<file path="src/rtl/ariane_pkg.sv">
// rtl/ariane_pkg.sv - D$ request/response types and arbiter constants
package ariane_pkg;

  localparam int unsigned DCACHE_INDEX_WIDTH         = 12;
  localparam int unsigned DCACHE_TAG_WIDTH           = 20;
  localparam int unsigned XLEN                       = 64;
  localparam int unsigned DCACHE_ARB_MAX_OUTSTANDING = 4;

  typedef struct packed {
    logic [DCACHE_INDEX_WIDTH-1:0] address_index;
    logic [DCACHE_TAG_WIDTH-1:0]   address_tag;
    logic [XLEN-1:0]               data_wdata;
    logic                          data_req;
    logic                          data_we;
    logic [XLEN/8-1:0]             data_be;
    logic [1:0]                    data_size;
    logic                          kill_req;
    logic                          tag_valid;
  } dcache_req_i_t;

  typedef struct packed {
    logic            data_gnt;
    logic            data_rvalid;
    logic [XLEN-1:0] data_rdata;
  } dcache_req_o_t;

  typedef enum logic [0:0] {
    IDLE = 1'b0,
    TAG  = 1'b1
  } dcache_arb_state_e;

endpackage

</file>
<file path="src/rtl/dcache_port_arbiter_if.sv">
// rtl/dcache_port_arbiter_if.sv - requester/D$ bundle seen by the port arbiter
interface dcache_port_arbiter_if
  import ariane_pkg::*;
#(
  parameter int unsigned NR_PORTS = 3
) ();

  dcache_req_i_t [NR_PORTS-1:0] req_ports_i;
  dcache_req_o_t [NR_PORTS-1:0] req_ports_o;
  dcache_req_i_t                mem_req_o;
  dcache_req_o_t                mem_rsp_i;
  logic                         busy_o;

  modport slave (
    input  req_ports_i,
    input  mem_rsp_i,
    output req_ports_o,
    output mem_req_o,
    output busy_o
  );

  modport master (
    output req_ports_i,
    output mem_rsp_i,
    input  req_ports_o,
    input  mem_req_o,
    input  busy_o
  );

endinterface

</file>
<file path="src/rtl/dcache_arb_id_fifo.sv">
// rtl/dcache_arb_id_fifo.sv - FIFO of issuing port indices for outstanding reads
module dcache_arb_id_fifo #(
  parameter int unsigned DEPTH  = 4,
  parameter int unsigned DATA_W = 2
) (
  input  logic                     clk_i,
  input  logic                     rst_ni,
  input  logic                     push_i,
  input  logic [DATA_W-1:0]        data_i,
  input  logic                     pop_i,
  output logic [DATA_W-1:0]        head_o,
  output logic                     full_o,
  output logic                     empty_o,
  output logic [$clog2(DEPTH):0]   count_o
);

  localparam int unsigned PTR_W = $clog2(DEPTH);

  logic [DATA_W-1:0] mem_q [DEPTH];
  logic [DATA_W-1:0] mem_d [DEPTH];
  logic [PTR_W-1:0]  wr_ptr_q, wr_ptr_d;
  logic [PTR_W-1:0]  rd_ptr_q, rd_ptr_d;
  logic [PTR_W:0]    count_q, count_d;
  logic              do_push, do_pop;

  // DEPTH is a power of two, so the count MSB alone means full
  assign full_o  = count_q[PTR_W];
  assign empty_o = (count_q == '0);
  assign head_o  = mem_q[rd_ptr_q];
  assign count_o = count_q;

  // Pop only real entries; a full FIFO still accepts a push that pairs with a pop
  always_comb begin
    mem_d    = mem_q;
    wr_ptr_d = wr_ptr_q;
    rd_ptr_d = rd_ptr_q;
    do_pop   = pop_i & ~empty_o;
    do_push  = push_i & (~full_o | do_pop);
    if (do_push) begin
      mem_d[wr_ptr_q] = data_i;
      wr_ptr_d        = wr_ptr_q + 1'b1;
    end
    if (do_pop) begin
      rd_ptr_d = rd_ptr_q + 1'b1;
    end
    count_d = count_q + {{PTR_W{1'b0}}, do_push} - {{PTR_W{1'b0}}, do_pop};
  end

  // Storage, pointers and occupancy
  always_ff @(posedge clk_i or negedge rst_ni) begin
    if (!rst_ni) begin
      mem_q    <= '{default: '0};
      wr_ptr_q <= '0;
      rd_ptr_q <= '0;
      count_q  <= '0;
    end else begin
      mem_q    <= mem_d;
      wr_ptr_q <= wr_ptr_d;
      rd_ptr_q <= rd_ptr_d;
      count_q  <= count_d;
    end
  end

endmodule

</file>
<file path="src/rtl/dcache_port_arbiter.sv">
// rtl/dcache_port_arbiter.sv - shares one D$ request port among requesters; DCACHE_ARB_ROUND_ROBIN_EN selects round-robin
module dcache_port_arbiter
  import ariane_pkg::*;
#(
  parameter int unsigned NR_PORTS        = 3,
  parameter int unsigned MAX_OUTSTANDING = DCACHE_ARB_MAX_OUTSTANDING
) (
  input  logic                  clk_i,
  input  logic                  rst_ni,
  dcache_port_arbiter_if.slave  bus
);

  localparam int unsigned IDX_W = (NR_PORTS > 1) ? $clog2(NR_PORTS) : 1;
  localparam int unsigned CNT_W = $clog2(MAX_OUTSTANDING) + 1;

  dcache_arb_state_e             state_q, state_d;
  logic [IDX_W-1:0]              lock_idx_q, lock_idx_d;
  logic                          hold_valid_q, hold_valid_d;
  logic [IDX_W-1:0]              hold_idx_q, hold_idx_d;
  logic [NR_PORTS-1:0]           cand;
  logic [IDX_W-1:0]              winner;
  logic                          sel_valid, win_valid, granted, read_granted;
  logic                          fifo_pop, fifo_full, fifo_empty, read_block;
  logic [IDX_W-1:0]              fifo_head;
  logic [CNT_W-1:0]              fifo_count;
  dcache_req_i_t                 mem_req;
  dcache_req_o_t [NR_PORTS-1:0]  port_rsp;

`ifdef DCACHE_ARB_ROUND_ROBIN_EN
  logic [IDX_W-1:0] rr_ptr_q, rr_ptr_d;

  function automatic logic [IDX_W-1:0] rr_idx(input logic [IDX_W-1:0] base, input int unsigned k);
    int unsigned s;
    s = 32'(base) + k;
    if (s >= NR_PORTS) s = s - NR_PORTS;
    return IDX_W'(s);
  endfunction
`endif

  // Every response pops the head; nothing is tracked while reset is held
  assign fifo_pop   = rst_ni & bus.mem_rsp_i.data_rvalid & ~fifo_empty;
  assign read_block = fifo_full & ~fifo_pop;

  // Reads are eligible only while an outstanding slot exists this cycle
  always_comb begin
    cand = '0;
    for (int i = 0; i < NR_PORTS; i++) begin
      cand[i] = bus.req_ports_i[i].data_req & (bus.req_ports_i[i].data_we | ~read_block);
    end
  end

  // Choose the data-phase owner; an ungranted selection is held until granted
  always_comb begin
    winner    = '0;
    sel_valid = 1'b0;
    if (hold_valid_q && cand[hold_idx_q]) begin
      winner    = hold_idx_q;
      sel_valid = 1'b1;
    end else begin
`ifdef DCACHE_ARB_ROUND_ROBIN_EN
      for (int unsigned k = 0; k < NR_PORTS; k++) begin
        if (!sel_valid && cand[rr_idx(rr_ptr_q, k)]) begin
          winner    = rr_idx(rr_ptr_q, k);
          sel_valid = 1'b1;
        end
      end
`else
      for (int i = NR_PORTS - 1; i >= 0; i--) begin
        if (cand[i]) begin
          winner    = IDX_W'(i);
          sel_valid = 1'b1;
        end
      end
`endif
    end
  end

  assign win_valid    = rst_ni & sel_valid;
  assign granted      = win_valid & bus.mem_rsp_i.data_gnt;
  assign read_granted = granted & ~bus.req_ports_i[winner].data_we;

  // Data phase from the winner, tag phase from the port locked on the previous read grant
  always_comb begin
    mem_req = '0;
    if (win_valid) begin
      mem_req.address_index = bus.req_ports_i[winner].address_index;
      mem_req.data_wdata    = bus.req_ports_i[winner].data_wdata;
      mem_req.data_be       = bus.req_ports_i[winner].data_be;
      mem_req.data_size     = bus.req_ports_i[winner].data_size;
      mem_req.data_we       = bus.req_ports_i[winner].data_we;
      mem_req.data_req      = 1'b1;
    end
    if (rst_ni && state_q == TAG) begin
      mem_req.address_tag = bus.req_ports_i[lock_idx_q].address_tag;
      mem_req.tag_valid   = bus.req_ports_i[lock_idx_q].tag_valid;
      mem_req.kill_req    = bus.req_ports_i[lock_idx_q].kill_req;
    end
  end

  // Grant goes to the winner only; responses go to the oldest outstanding reader
  always_comb begin
    port_rsp = '0;
    for (int i = 0; i < NR_PORTS; i++) begin
      port_rsp[i].data_gnt = granted & (winner == IDX_W'(i));
      if (fifo_pop && fifo_head == IDX_W'(i)) begin
        port_rsp[i].data_rvalid = 1'b1;
        port_rsp[i].data_rdata  = bus.mem_rsp_i.data_rdata;
      end
    end
  end

  assign bus.mem_req_o   = mem_req;
  assign bus.req_ports_o = port_rsp;
  assign bus.busy_o      = (state_q == TAG) | (fifo_count != '0);

  // A granted read opens a one-cycle tag phase; anything else returns to IDLE
  always_comb begin
    state_d      = read_granted ? TAG : IDLE;
    lock_idx_d   = read_granted ? winner : lock_idx_q;
    hold_valid_d = win_valid & ~granted;
    hold_idx_d   = winner;
`ifdef DCACHE_ARB_ROUND_ROBIN_EN
    rr_ptr_d = rr_ptr_q;
    if (granted) begin
      rr_ptr_d = (32'(winner) + 1 >= NR_PORTS) ? '0 : winner + 1'b1;
    end
`endif
  end

  // Arbiter state registers
  always_ff @(posedge clk_i or negedge rst_ni) begin
    if (!rst_ni) begin
      state_q      <= IDLE;
      lock_idx_q   <= '0;
      hold_valid_q <= 1'b0;
      hold_idx_q   <= '0;
`ifdef DCACHE_ARB_ROUND_ROBIN_EN
      rr_ptr_q     <= '0;
`endif
    end else begin
      state_q      <= state_d;
      lock_idx_q   <= lock_idx_d;
      hold_valid_q <= hold_valid_d;
      hold_idx_q   <= hold_idx_d;
`ifdef DCACHE_ARB_ROUND_ROBIN_EN
      rr_ptr_q     <= rr_ptr_d;
`endif
    end
  end

  dcache_arb_id_fifo #(
    .DEPTH  (MAX_OUTSTANDING),
    .DATA_W (IDX_W)
  ) u_id_fifo (
    .clk_i   (clk_i),
    .rst_ni  (rst_ni),
    .push_i  (read_granted),
    .data_i  (winner),
    .pop_i   (fifo_pop),
    .head_o  (fifo_head),
    .full_o  (fifo_full),
    .empty_o (fifo_empty),
    .count_o (fifo_count)
  );

  // A response with no outstanding read has nowhere to go
  assert property (@(posedge clk_i) disable iff (!rst_ni) !(bus.mem_rsp_i.data_rvalid && fifo_empty))
    else $error("dcache_port_arbiter: rvalid with no outstanding read");

endmodule

</file>
<file path="src/flat_wrapper.sv">
// flat-port wrapper written by rule: the top's interface ports become plain ports
module dcache_port_arbiter_flat import ariane_pkg::*;
#(
  parameter int unsigned NR_PORTS        = 3,
  parameter int unsigned MAX_OUTSTANDING = DCACHE_ARB_MAX_OUTSTANDING
)
  (clk_i, rst_ni, bus_req_ports_i, bus_mem_rsp_i, bus_req_ports_o, bus_mem_req_o, bus_busy_o);
  dcache_port_arbiter_if #(.NR_PORTS(NR_PORTS)) bus_i ();
  input  logic clk_i;
  input  logic rst_ni;
  input wire logic [$bits(bus_i.req_ports_i)-1:0] bus_req_ports_i;
  input wire logic [$bits(bus_i.mem_rsp_i)-1:0] bus_mem_rsp_i;
  output wire logic [$bits(bus_i.req_ports_o)-1:0] bus_req_ports_o;
  output wire logic [$bits(bus_i.mem_req_o)-1:0] bus_mem_req_o;
  output wire logic [$bits(bus_i.busy_o)-1:0] bus_busy_o;
  assign bus_i.req_ports_i = bus_req_ports_i;
  assign bus_i.mem_rsp_i = bus_mem_rsp_i;
  assign bus_req_ports_o = bus_i.req_ports_o;
  assign bus_mem_req_o = bus_i.mem_req_o;
  assign bus_busy_o = bus_i.busy_o;
  dcache_port_arbiter #(.NR_PORTS(NR_PORTS), .MAX_OUTSTANDING(MAX_OUTSTANDING)) u_core (.clk_i(clk_i), .rst_ni(rst_ni), .bus(bus_i));
endmodule
</file>
<file path="config.mk">
export PLATFORM = sky130hd
export DESIGN_NAME = dcache_port_arbiter_flat
export DESIGN_NICKNAME = d
export VERILOG_FILES = /design/src/rtl/ariane_pkg.sv /design/src/rtl/dcache_port_arbiter_if.sv /design/src/rtl/dcache_arb_id_fifo.sv /design/src/rtl/dcache_port_arbiter.sv /design/src/flat_wrapper.sv
export SDC_FILE = /design/constraint.sdc
export NUM_CORES = 1
export LEC_CHECK = 0
export ABC_AREA = 1
export CAP_MARGIN = 10
export CORE_AREA = 2 2 279 281
export CTS_CLUSTER_DIAMETER = 60
export DETAILED_ROUTE_END_ITERATION = 10
export DIE_AREA = 0 0 281 283
export SLEW_MARGIN = 10
export SYNTH_ARGS = -nofsm -noshare
export SYNTH_HDL_FRONTEND = slang
export SYNTH_SLANG_ARGS = --single-unit
</file>
<file path="constraint.sdc">
create_clock -name clk_i -period 4.2 [get_ports clk_i]
set_clock_uncertainty 0.2 [all_clocks]
set_input_delay 0.84 -clock clk_i [delete_from_list [all_inputs] [get_ports clk_i]]
set_output_delay 0.84 -clock clk_i [all_outputs]
set_load 0.02 [all_outputs]
</file>
==> out/summary.txt <==
Via density per instance -> 3.45
Cell leakage power -> 6.00 nW
DR pass1 iterations -> 6
Cell Rows -> 102
GPL Wtd Cong -> 0.869
Core outline area -> 76,700 sq um
Most frequent cells in the layout -> 534 x clkdlybuf4s50_1, 245 x nor2_1, 239 x nand2_1, 90 x nand3_1, 89 x buf_4
RSZ-0062 raised after global routing -> false
Fin nets -> 2,089
Post-DP HPWL -> 44,100 um
Leading cell type in the layout, fill and taps excluded -> clkdlybuf4s50_1
Number of synthesized register bits -> 21
Worst slew pin tran -> 0.694 ns
Net switching power -> 2.25 mW
First-pass GRT wire length -> 67,600 um
Clock Power Share -> 0.046
Top layer in use -> met5
Simple-gate share of the synthesized area -> 0.521
Synth Net Count -> 1,354
Register area share after synthesis -> 0.110
Cell taking the most area after synthesis -> nor2_1
Die span in y -> 283 um
Synth Instances -> 949
Power Density -> 315 nW/um^2
Initial DRC count -> 381
Worst r2r dst -> u_core.u_id_fifo.count_o[2]$_DFF_PN0_
Worst reg2reg path depth -> 20
Worst-path clk slew -> 0.06 ns
Post-route minimum period -> 4.04 ns
Post-route ant nets -> 0
Max Fclk -> 248 MHz
Vias in the first global route -> 9,121
Final Max Slew Viols -> 0
DRT met1 WL -> 18,900 um
Worst slew margin -> 0.537
FF-to-FF setup slack -> 0.88 ns
Syn_area_per_cell -> 5.01 sq um
Crit. End Element -> primary output
Synth Area in Adders -> 0.0200
Synth warnings -> 0
Cts bufs inserted -> 3
Setup WS pre-CTS -> -0.369 ns
Routed wire length -> 51,400 um
Routed wl met2 -> 25,300 um
Logic pwr share -> 0.867
Die ar. -> 79,500 sq um
Area occupied by multi-input gates -> 3560 sq um
CP max FO -> 8
RR Startpoint -> u_core.u_id_fifo.count_o[2]$_DFF_PN0_
Top post-synthesis cells by area -> nor2_1 19%, nand2_1 19%, a31oi_1 11%
Met3 wire len -> 5760 um
# setup viols final -> 0
Worst setup margin -> 0.161 ns
Switch share -> 0.517
# H-tree levels -> 1
Register area -> 526 sq um
HP Start -> u_core.u_id_fifo.mem_q[5]$_DFFE_PN0P_
I/O pins -> 707
Worst Hold End -> u_core.u_id_fifo.mem_q[5]$_DFFE_PN0P_
Via Count -> 9,425
HP Class -> reg -> reg
Final Hold Fails -> 0
Drt wl/cell -> 18.8 um
Proportion of netlist area held by the largest area contributor -> 0.194
DRC -> 0
Critical path arrival -> 3.00 ns
Worst VDD drop -> 140 uV
Largest net degree at the start of global routing -> 63
CP Data Required Time -> 3.16 ns
Initial antenna violation count -> 44
Grt ovf -> 0
GRT Total Usage -> 0.120
Share of layout cells above drive strength 1 -> 0.144
CP Launch Type -> input pin
CP Class -> in -> out
Distinct cells, synth -> 27
Setup TNS -> 0 ns
Fillcell total -> 8,759
Clock buffer depth -> 2
Hold depth -> 2
Internal power -> 2.10 mW
Mux share of post-synthesis cell area -> 0
Final period utilization -> 0.962
Status -> complete, no violations
Seq pwr share -> 0.087
IO Port Bufs -> 706
Xor/xnor share of the synthesized area -> 0.00736
CTS sink count -> 21
Clk_lat worst skew -> 0.25 ns
Syn-to-layout area delta -> 190%
Complex-gate fraction of the synthesized area -> 0.170
Mapped Area -> 4760 sq um
Max Cap Viol -> 0
Initial Utilization -> 0.0620
TritonCTS clock tree -> built
Die W -> 281 um
Root Driver -> clkbuf_16
Largest family of logic cells by synthesized area -> simple AND/OR/NAND/NOR gates
state kept, by name (all words and copies together), names as in the netlist:
register                   flops
u_core.u_id_fifo.mem_q         8
u_core.u_id_fifo.count_o       3
u_core.hold_idx_q              2
u_core.lock_idx_q              2
u_core.u_id_fifo.rd_ptr_q      2
u_core.u_id_fifo.wr_ptr_q      2
u_core.hold_valid_q            1
u_core.state_q                 1
worst max-delay path, stage by stage:
cell	delay, ns
clkdlybuf4s50_1	0.49
inv_1	0.08
nand3_2	0.10
nand3_2	0.07
nand2_2	0.08
nand4_1	0.18
nand2_4	0.14
buf_4	0.13
buf_16	0.14
buf_12	0.11
buf_4	0.14
nand3_2	0.12
a31oi_4	0.20
buf_6	0.15
worst max path at each step:
stage / slack [ns] / start / cells past startpoint / endpoint
2_1_floorplan: 0.88 / rst_ni / 11 / bus_mem_req_o[49]
3_3_place_gp: -0.39 / bus_mem_rsp_i[64] / 13 / bus_mem_req_o[54]
3_5_place_dp: -0.37 / bus_mem_rsp_i[64] / 12 / bus_mem_req_o[54]
4_1_cts: -0.05 / rst_ni / 17 / bus_mem_req_o[12]
5_1_grt: 0.005 / bus_req_ports_i[232] / 16 / bus_mem_req_o[12]
6_report: 0.16 / bus_req_ports_i[232] / 14 / bus_mem_req_o[36]
cell type report:
class,instances,share of cell area
multi-input cells,756,0.258
diodes,6,0.00109
flip-flops and latches,21,0.0381
inverters,92,0.0255
repair buffers,810,0.578
clock buffers,4,0.00571
well taps,1040,0.0942
kinds of logic (layout without fill, tap and decap cells):
logic type / Yosys count / after routing
AO/OA/AOI/OAI: 136 / 136
XOR/XNOR: 4 / 4
adder cells (fa/ha/maj): 7 / 7
buffers and inverters: 172 / 906
flip-flops: 21 / 21
other: 0 / 6
AND/OR/NAND/NOR: 609 / 609
layer usage:
layer	global-route usage	vias to the layer above
met3	0.0455	96
met2	0.223	576
met1	0.126	4212
li1	-	4515
met4	0.0298	26
met5	0	-
Yosys cell counts, drive strengths merged:
cell / instances
dfrtp: 21
o21ai: 23
nand4: 14
a32oi: 2
nand2: 249
ha: 6
inv: 92
buf: 42
xor2: 2
nor3: 2
a31oi: 86
a21oi: 25
fa: 1
nand3: 95
clkbuf: 38
nor2: 249
xnor2: 2
timing repair:
action                     in CTS  in global routing
pin swaps                       7                  5
hold buffers                    0                  0
setup buffers                   6                  3
gates cloned                    3                  1
resized for setup             316                110
setup endpoints to repair     106                144
metrics by stage:
step / power, mW / cell area, sq um / cells / hold slack, ns / utilization
after global routing: 4.67 / 13800 / 2727 / 0.300 / 0.180
after floorplan: 2.12 / 4760 / 949 / 0.242 / -
after global placement: 4.15 / 13700 / 2707 / 0.261 / 0.179
after detailed placement: 4.15 / 13700 / 2707 / 0.260 / 0.179
final: 4.35 / 13800 / 2729 / 0.268 / 0.180
after CTS: 4.39 / 13900 / 2719 / 0.274 / 0.181
power groups by stage:
stage	Clock (mW)	Combinational [mW]	Sequential (mW)
5_1_grt	0.216	4.06	0.393
3_5_place_dp	0	3.77	0.381
4_1_cts	0.206	3.80	0.379
3_3_place_gp	0	3.77	0.381
2_1_floorplan	0	1.79	0.327
6_report	0.201	3.77	0.378
No activity file was read; power rests on OpenSTA's default activity.
